## config.mk

```make
export PLATFORM = sky130hd
export DESIGN_NAME = fb_write_arbiter
export DESIGN_NICKNAME = d
export VERILOG_FILES = /design/src/rtl/fb_write_arbiter.sv
export SDC_FILE = /design/constraint.sdc
export NUM_CORES = 1
export LEC_CHECK = 0
export BUFFER_PORTS_ARGS = -buffer_cell sky130_fd_sc_hd__buf_2
export CORE_ASPECT_RATIO = 1.4
export CORE_MARGIN = 2
export CORE_UTILIZATION = 31
export CTS_CLUSTER_DIAMETER = 60
export DETAILED_ROUTE_END_ITERATION = 10
export PLACE_DENSITY = 0.56
export SLEW_MARGIN = 20
export SYNTH_ARGS = -nofsm -noshare
export SYNTH_HDL_FRONTEND = slang
export SYNTH_SLANG_ARGS = --single-unit
```

## constraint.sdc

```tcl
create_clock -name clk -period 7.44 [get_ports clk]
set_input_delay 0.372 -clock clk [delete_from_list [all_inputs] [get_ports clk]]
set_output_delay 0.372 -clock clk [all_outputs]
set_load 0.005 [all_outputs]
```

## src/rtl/fb_write_arbiter.sv

```systemverilog
// fb_write_arbiter: single-port framebuffer arbiter shared by scanout reads,
// buffered SPI pixel writes and a full-screen clear sequencer.
//
// Clear sequencer states:
//   state   | meaning
//   S_IDLE  | no fill in progress; clear_start is accepted here
//   S_CLEAR | filling the active area with the latched colour, raster order
//
// Port priority each cycle: scanout read, then clear, then FIFO head.
// The FIFO is held off while a clear runs so queued pixels land on top of it.
module fb_write_arbiter #(
  parameter int X_BITS   = 10,
  parameter int Y_BITS   = 10,
  parameter int H_ACTIVE = 1024,
  parameter int V_ACTIVE = 768,
  parameter int DEPTH    = 8
) (
  input  logic                     clk,
  input  logic                     reset_n,
  input  logic                     wr_valid,
  output logic                     wr_ready,
  input  logic [15:0]              wr_x,
  input  logic [15:0]              wr_y,
  input  logic [15:0]              wr_pixel,
  input  logic                     rd_req,
  input  logic [X_BITS-1:0]        rd_x,
  input  logic [Y_BITS-1:0]        rd_y,
  output logic                     rd_valid,
  output logic [15:0]              rd_data,
  input  logic                     clear_start,
  input  logic [15:0]              clear_color,
  output logic                     clear_busy,
  output logic [X_BITS+Y_BITS-1:0] mem_addr,
  output logic                     mem_we,
  output logic [15:0]              mem_wdata,
  input  logic [15:0]              mem_rdata,
  output logic [$clog2(DEPTH):0]   fifo_level,
  output logic [15:0]              drop_count,
  output logic                     write_stall
);

  localparam int AW = $clog2(DEPTH);
  localparam int AB = X_BITS + Y_BITS;
  localparam int EW = AB + 16;

  localparam logic [15:0]       H_LIM    = 16'(H_ACTIVE);
  localparam logic [15:0]       V_LIM    = 16'(V_ACTIVE);
  localparam logic [X_BITS-1:0] CX_LAST  = X_BITS'(H_ACTIVE - 1);
  localparam logic [Y_BITS-1:0] CY_LAST  = Y_BITS'(V_ACTIVE - 1);
  localparam logic [AW:0]       FULL_LVL = (AW + 1)'(DEPTH);

  localparam logic [0:0] S_IDLE  = 1'b0;
  localparam logic [0:0] S_CLEAR = 1'b1;

  logic [0:0]        state;
  logic [X_BITS-1:0] cx;
  logic [Y_BITS-1:0] cy;
  logic [15:0]       color;

  logic              ready_en;
  logic [EW-1:0]     fifo_mem [DEPTH];
  logic [AW-1:0]     wr_ptr;
  logic [AW-1:0]     rd_ptr;
  logic [AW:0]       count;
  logic [EW-1:0]     head;

  logic              full;
  logic              empty;
  logic              accept;
  logic              in_range;
  logic              push;
  logic              pop;
  logic              grant_clr;
  logic              rd_p1;

  assign full        = (count == FULL_LVL);
  assign empty       = (count == '0);
  assign wr_ready    = ready_en && !full;
  assign accept      = wr_valid && wr_ready;
  assign in_range    = (wr_x < H_LIM) && (wr_y < V_LIM);
  assign push        = accept && in_range;

  assign clear_busy  = (state == S_CLEAR);
  assign grant_clr   = clear_busy && !rd_req;
  assign pop         = !empty && !rd_req && !clear_busy;
  assign write_stall = !empty && (rd_req || clear_busy);

  assign head        = fifo_mem[rd_ptr];
  assign fifo_level  = count;
  assign rd_data     = mem_rdata;

  // Hold wr_ready low while in reset so it rises on the first free cycle.
  always_ff @(posedge clk) begin
    if (!reset_n) ready_en <= 1'b0;
    else          ready_en <= 1'b1;
  end

  // FIFO storage; contents need no reset because the pointers define validity.
  always_ff @(posedge clk) begin
    if (push) fifo_mem[wr_ptr] <= {wr_y[Y_BITS-1:0], wr_x[X_BITS-1:0], wr_pixel};
  end

  // FIFO pointers and occupancy.
  always_ff @(posedge clk) begin
    if (!reset_n) begin
      wr_ptr <= '0;
      rd_ptr <= '0;
      count  <= '0;
    end else begin
      if (push) wr_ptr <= wr_ptr + AW'(1);
      if (pop)  rd_ptr <= rd_ptr + AW'(1);
      case ({push, pop})
        2'b10:   count <= count + (AW + 1)'(1);
        2'b01:   count <= count - (AW + 1)'(1);
        default: count <= count;
      endcase
    end
  end

  // Count writes that fall outside the active area, saturating.
  always_ff @(posedge clk) begin
    if (!reset_n) begin
      drop_count <= '0;
    end else if (accept && !in_range && (drop_count != 16'hFFFF)) begin
      drop_count <= drop_count + 16'd1;
    end
  end

  // Clear sequencer: walks the active area in raster order, only on granted cycles.
  always_ff @(posedge clk) begin
    if (!reset_n) begin
      state <= S_IDLE;
      cx    <= '0;
      cy    <= '0;
      color <= '0;
    end else begin
      case (state)
        S_IDLE: begin
          if (clear_start) begin
            state <= S_CLEAR;
            cx    <= '0;
            cy    <= '0;
            color <= clear_color;
          end
        end
        S_CLEAR: begin
          if (grant_clr) begin
            if (cx == CX_LAST) begin
              cx <= '0;
              if (cy == CY_LAST) begin
                cy    <= '0;
                state <= S_IDLE;
              end else begin
                cy <= cy + Y_BITS'(1);
              end
            end else begin
              cx <= cx + X_BITS'(1);
            end
          end
        end
        default: state <= S_IDLE;
      endcase
    end
  end

  // Registered RAM port: one owner per cycle, address held when nobody uses it.
  always_ff @(posedge clk) begin
    if (!reset_n) begin
      mem_addr  <= '0;
      mem_we    <= 1'b0;
      mem_wdata <= '0;
    end else if (rd_req) begin
      mem_addr  <= {rd_y, rd_x};
      mem_we    <= 1'b0;
    end else if (grant_clr) begin
      mem_addr  <= {cy, cx};
      mem_wdata <= color;
      mem_we    <= 1'b1;
    end else if (pop) begin
      mem_addr  <= head[EW-1:16];
      mem_wdata <= head[15:0];
      mem_we    <= 1'b1;
    end else begin
      mem_we    <= 1'b0;
    end
  end

  // Read-valid pipeline: address goes out next cycle, RAM answers the one after.
  always_ff @(posedge clk) begin
    if (!reset_n) begin
      rd_p1    <= 1'b0;
      rd_valid <= 1'b0;
    end else begin
      rd_p1    <= rd_req;
      rd_valid <= rd_p1;
    end
  end

endmodule

```

==> flow_summary.ini <==
[global_route]
grt_max_degree = 57
antenna_found_initial = 6
overflow = 0
grt.total_usage = 0.1403
grt_pass1_wl_mm = 55.93
first_global_vias = 9189

[placed_design]
hpwl_mm = 24.21
gp_congestion = 0.8151
placedInstanceArea_sq_mm = 0.01693
place_inst = 1711
pre_cts_slack_ns = 4.185
io_buffers = 149

[cells_and_area]
diodes = 0
fin_util = 0.3642
drive_gt1_frac = 0.2734
final_cells = 1777
post-route-cell-area_sq_mm = 0.01812
nets = 1221
area_delta_synth_final_pct = 16.59

[sta]
setup_tns_ns = 0
fmaxAchievable_mhz = 339.4
slew_headroom = 0.2328
tightestPinTransition_ns = 1.151
fin_skew_ns = 0.02135
whs_ns = 0.08739
post-route-period-util = 0.3960
rsz0062_at_grt = false
setup_viol = 0
hold_violations = 0
period_needed_ns = 2.946
slew_viol_final = 0
setup_ws_ns = 4.494

[setup_path]
crit_type = reg2reg
critPathRequiredTime_ns = 7.90
cp.arrival_ns = 3.40
path_max_fanout = 7
endpoint_kind = flip-flop
start_kind = flip-flop

[floorplan]
ioPinCount = 182
core_area_sq_mm = 0.04976
die_height_um = 269.0
fp.dieW_um = 193.3
die_area_sq_mm = 0.05198
initial_core_util = 0.3124
rows = 97

[detailed_routing]
dr_total_vias = 8968
postRouteAntennaNets = 0
drc_errors = 0
firstDrtPassIters = 5
drtIter0Drc = 691
vias_per_cell = 5.047
drt-total-wl_mm = 36.86
wire_per_inst_um = 20.74

[clock_network]
cts_tree = done
cts_resized = 0
numCtsBuffers = 38
clk_latency_ns = 0.54
root_buffer = clkbuf_16
post-cts-setup-buffers = 0
path_clk_slew_ns = 0.06
cts.sinks = 394
clk_path_buf_depth = 3
hold_buffers = 0
h-tree-depth = 2

[hold_path]
hold_class = in2reg

[logic_synthesis]
synthesis.nets = 1088
syn_area_per_cell_sq_um = 15.94
ys_types = 58
syn_area_sq_mm = 0.01554
synthArstFlopShare = 0
ys_ff_latch = 394
ys_seq_area_frac = 0.6929
synth_ff_type = edfxtp_1
synth_edf_count = 288
yosysWarnings = 0
syn_inst = 975

[pwr]
power_leakage_nw = 5.871
power_mw = 4.372
p_per_area_mw_per_mm2 = 241.2
vdd_drop_max_uv = 164.1

[flow_run]
maxCapViolations = 0

[run_status]
status = finished, final reports clean
critical path: stages, from the launching register on:
cell      delay [ns]
dfxtp_1         0.47
nor3_1          0.12
a211oi_1        0.80
inv_1           0.15
ha_1            0.31
xor2_1          0.16
ha_1            0.18
a21oi_1         0.14
xor2_1          0.09
or3_1           0.30
a21oi_1         0.13
Yosys cell counts (all sizes together), types with 5 or more instances:
| master | count | area, sq um |
|---|---|---|
| xor2 | 7 | 61.31 |
| buf | 34 | 205.2 |
| nor2 | 41 | 153.9 |
| ha | 8 | 100.1 |
| nand3 | 13 | 65.06 |
| a21oi | 45 | 225.2 |
| a211oi | 19 | 142.6 |
| o21ai | 14 | 70.07 |
| o221ai | 29 | 254.0 |
| nor3 | 30 | 150.1 |
| o22ai | 7 | 43.79 |
| nand2 | 62 | 232.7 |
| nor4 | 11 | 68.82 |
| a22oi | 6 | 45.04 |
| and3 | 5 | 31.28 |
| nand2b | 12 | 82.58 |
| o31ai | 9 | 67.56 |
| mux2i | 45 | 450.4 |
| clkbuf | 39 | 166.4 |
| xnor2 | 7 | 61.31 |
| dfxtp | 106 | 2122 |
| edfxtp | 288 | 8648 |
| inv | 8 | 30.03 |
| or4 | 8 | 63.81 |
| nand4 | 8 | 56.30 |
| mux4 | 72 | 1622 |
layout by cell type (no fill, tap or decap), types with 5 or more instances in the layout:
master | Yosys | layout
edfxtp_1 | 288 | 288
buf_2 | 8 | 149
dfxtp_1 | 106 | 103
mux4_2 | 72 | 72
nand2_1 | 62 | 62
a21oi_1 | 45 | 45
mux2i_1 | 45 | 45
clkbuf_16 | 0 | 39
nor2_1 | 41 | 35
o221ai_1 | 29 | 29
nor3_1 | 30 | 27
a211oi_1 | 19 | 19
buf_4 | 16 | 16
o21ai_0 | 14 | 14
nand3_1 | 13 | 13
nand2b_1 | 11 | 11
nor4_1 | 11 | 11
o31ai_1 | 9 | 9
clkinv_1 | 1 | 9
inv_1 | 8 | 8
ha_1 | 8 | 8
or4_1 | 7 | 7
xnor2_1 | 7 | 7
nand4_1 | 7 | 7
xor2_1 | 7 | 7
o22ai_1 | 7 | 7
nor2_4 | 0 | 6
a22oi_1 | 6 | 6
clkbuf_1 | 37 | 6
and3_1 | 5 | 5
state kept, by name, indices dropped and copies added, names as in the netlist, named ones only:
signal and count:
rd_valid 1, wr_ptr 3, mem_addr 20, drop_count 16, cy 10, cx 10, mem_wdata 16, fifo_mem 288
rd_p1 1, color 16, fifo_level 4, rd_ptr 3, mem_we 1, ready_en 1, clear_busy 1
path summary, 6_finish.rpt:
path                        start            end  slack, ns  cells after the start
hold reg to reg             rd_p1       rd_valid       0.43                      1
hold / removal    clear_color[12]      color[12]       0.09                      3
setup reg to reg    fifo_level[0]  fifo_level[2]       4.49                     10
setup / recovery    fifo_level[0]  fifo_level[2]       4.49                     10
report_power, final:
part | switching [mW] | internal [mW] | leakage (nW)
clock | 0.808 | 1.04 | 0.566
sequential | 0.0142 | 2.37 | 3.45
combinational | 0.0880 | 0.0476 | 1.85
logic make-up (layout without fill, tap and decap cells):
family	after synthesis	count (layout)	share of synthesized area
fa+ha+maj	8	8	0.006439
xor+xnor	14	14	0.007888
mux	117	117	0.1333
compound gates	148	148	0.06463
buf+inv	82	241	0.02608
flops	394	394	0.6929
simple gates	212	212	0.06882
final cells by class:
type / count / area [sq um]
inverter: 9 / 33.78
clock inverter: 20 / 176.4
sequential: 394 / 10780
clock buffer: 46 / 1012
timing repair buffer: 166 / 877.1
fill: 4676 / 31640
tap: 643 / 804.5
multi-input combinational: 499 / 4441
routing by layer:
| layer | GRT usage | vias up | share of wire |
|---|---|---|---|
| met4 | 0.05756 | 10 | 0.035 |
| li1 | - | 4119 | - |
| met3 | 0.02802 | 96 | 0.051 |
| met5 | 0 | - | 0.0016 |
| met2 | 0.2552 | 221 | 0.52 |
| met1 | 0.1616 | 4522 | 0.39 |
Power figures use the tool's default switching activity.
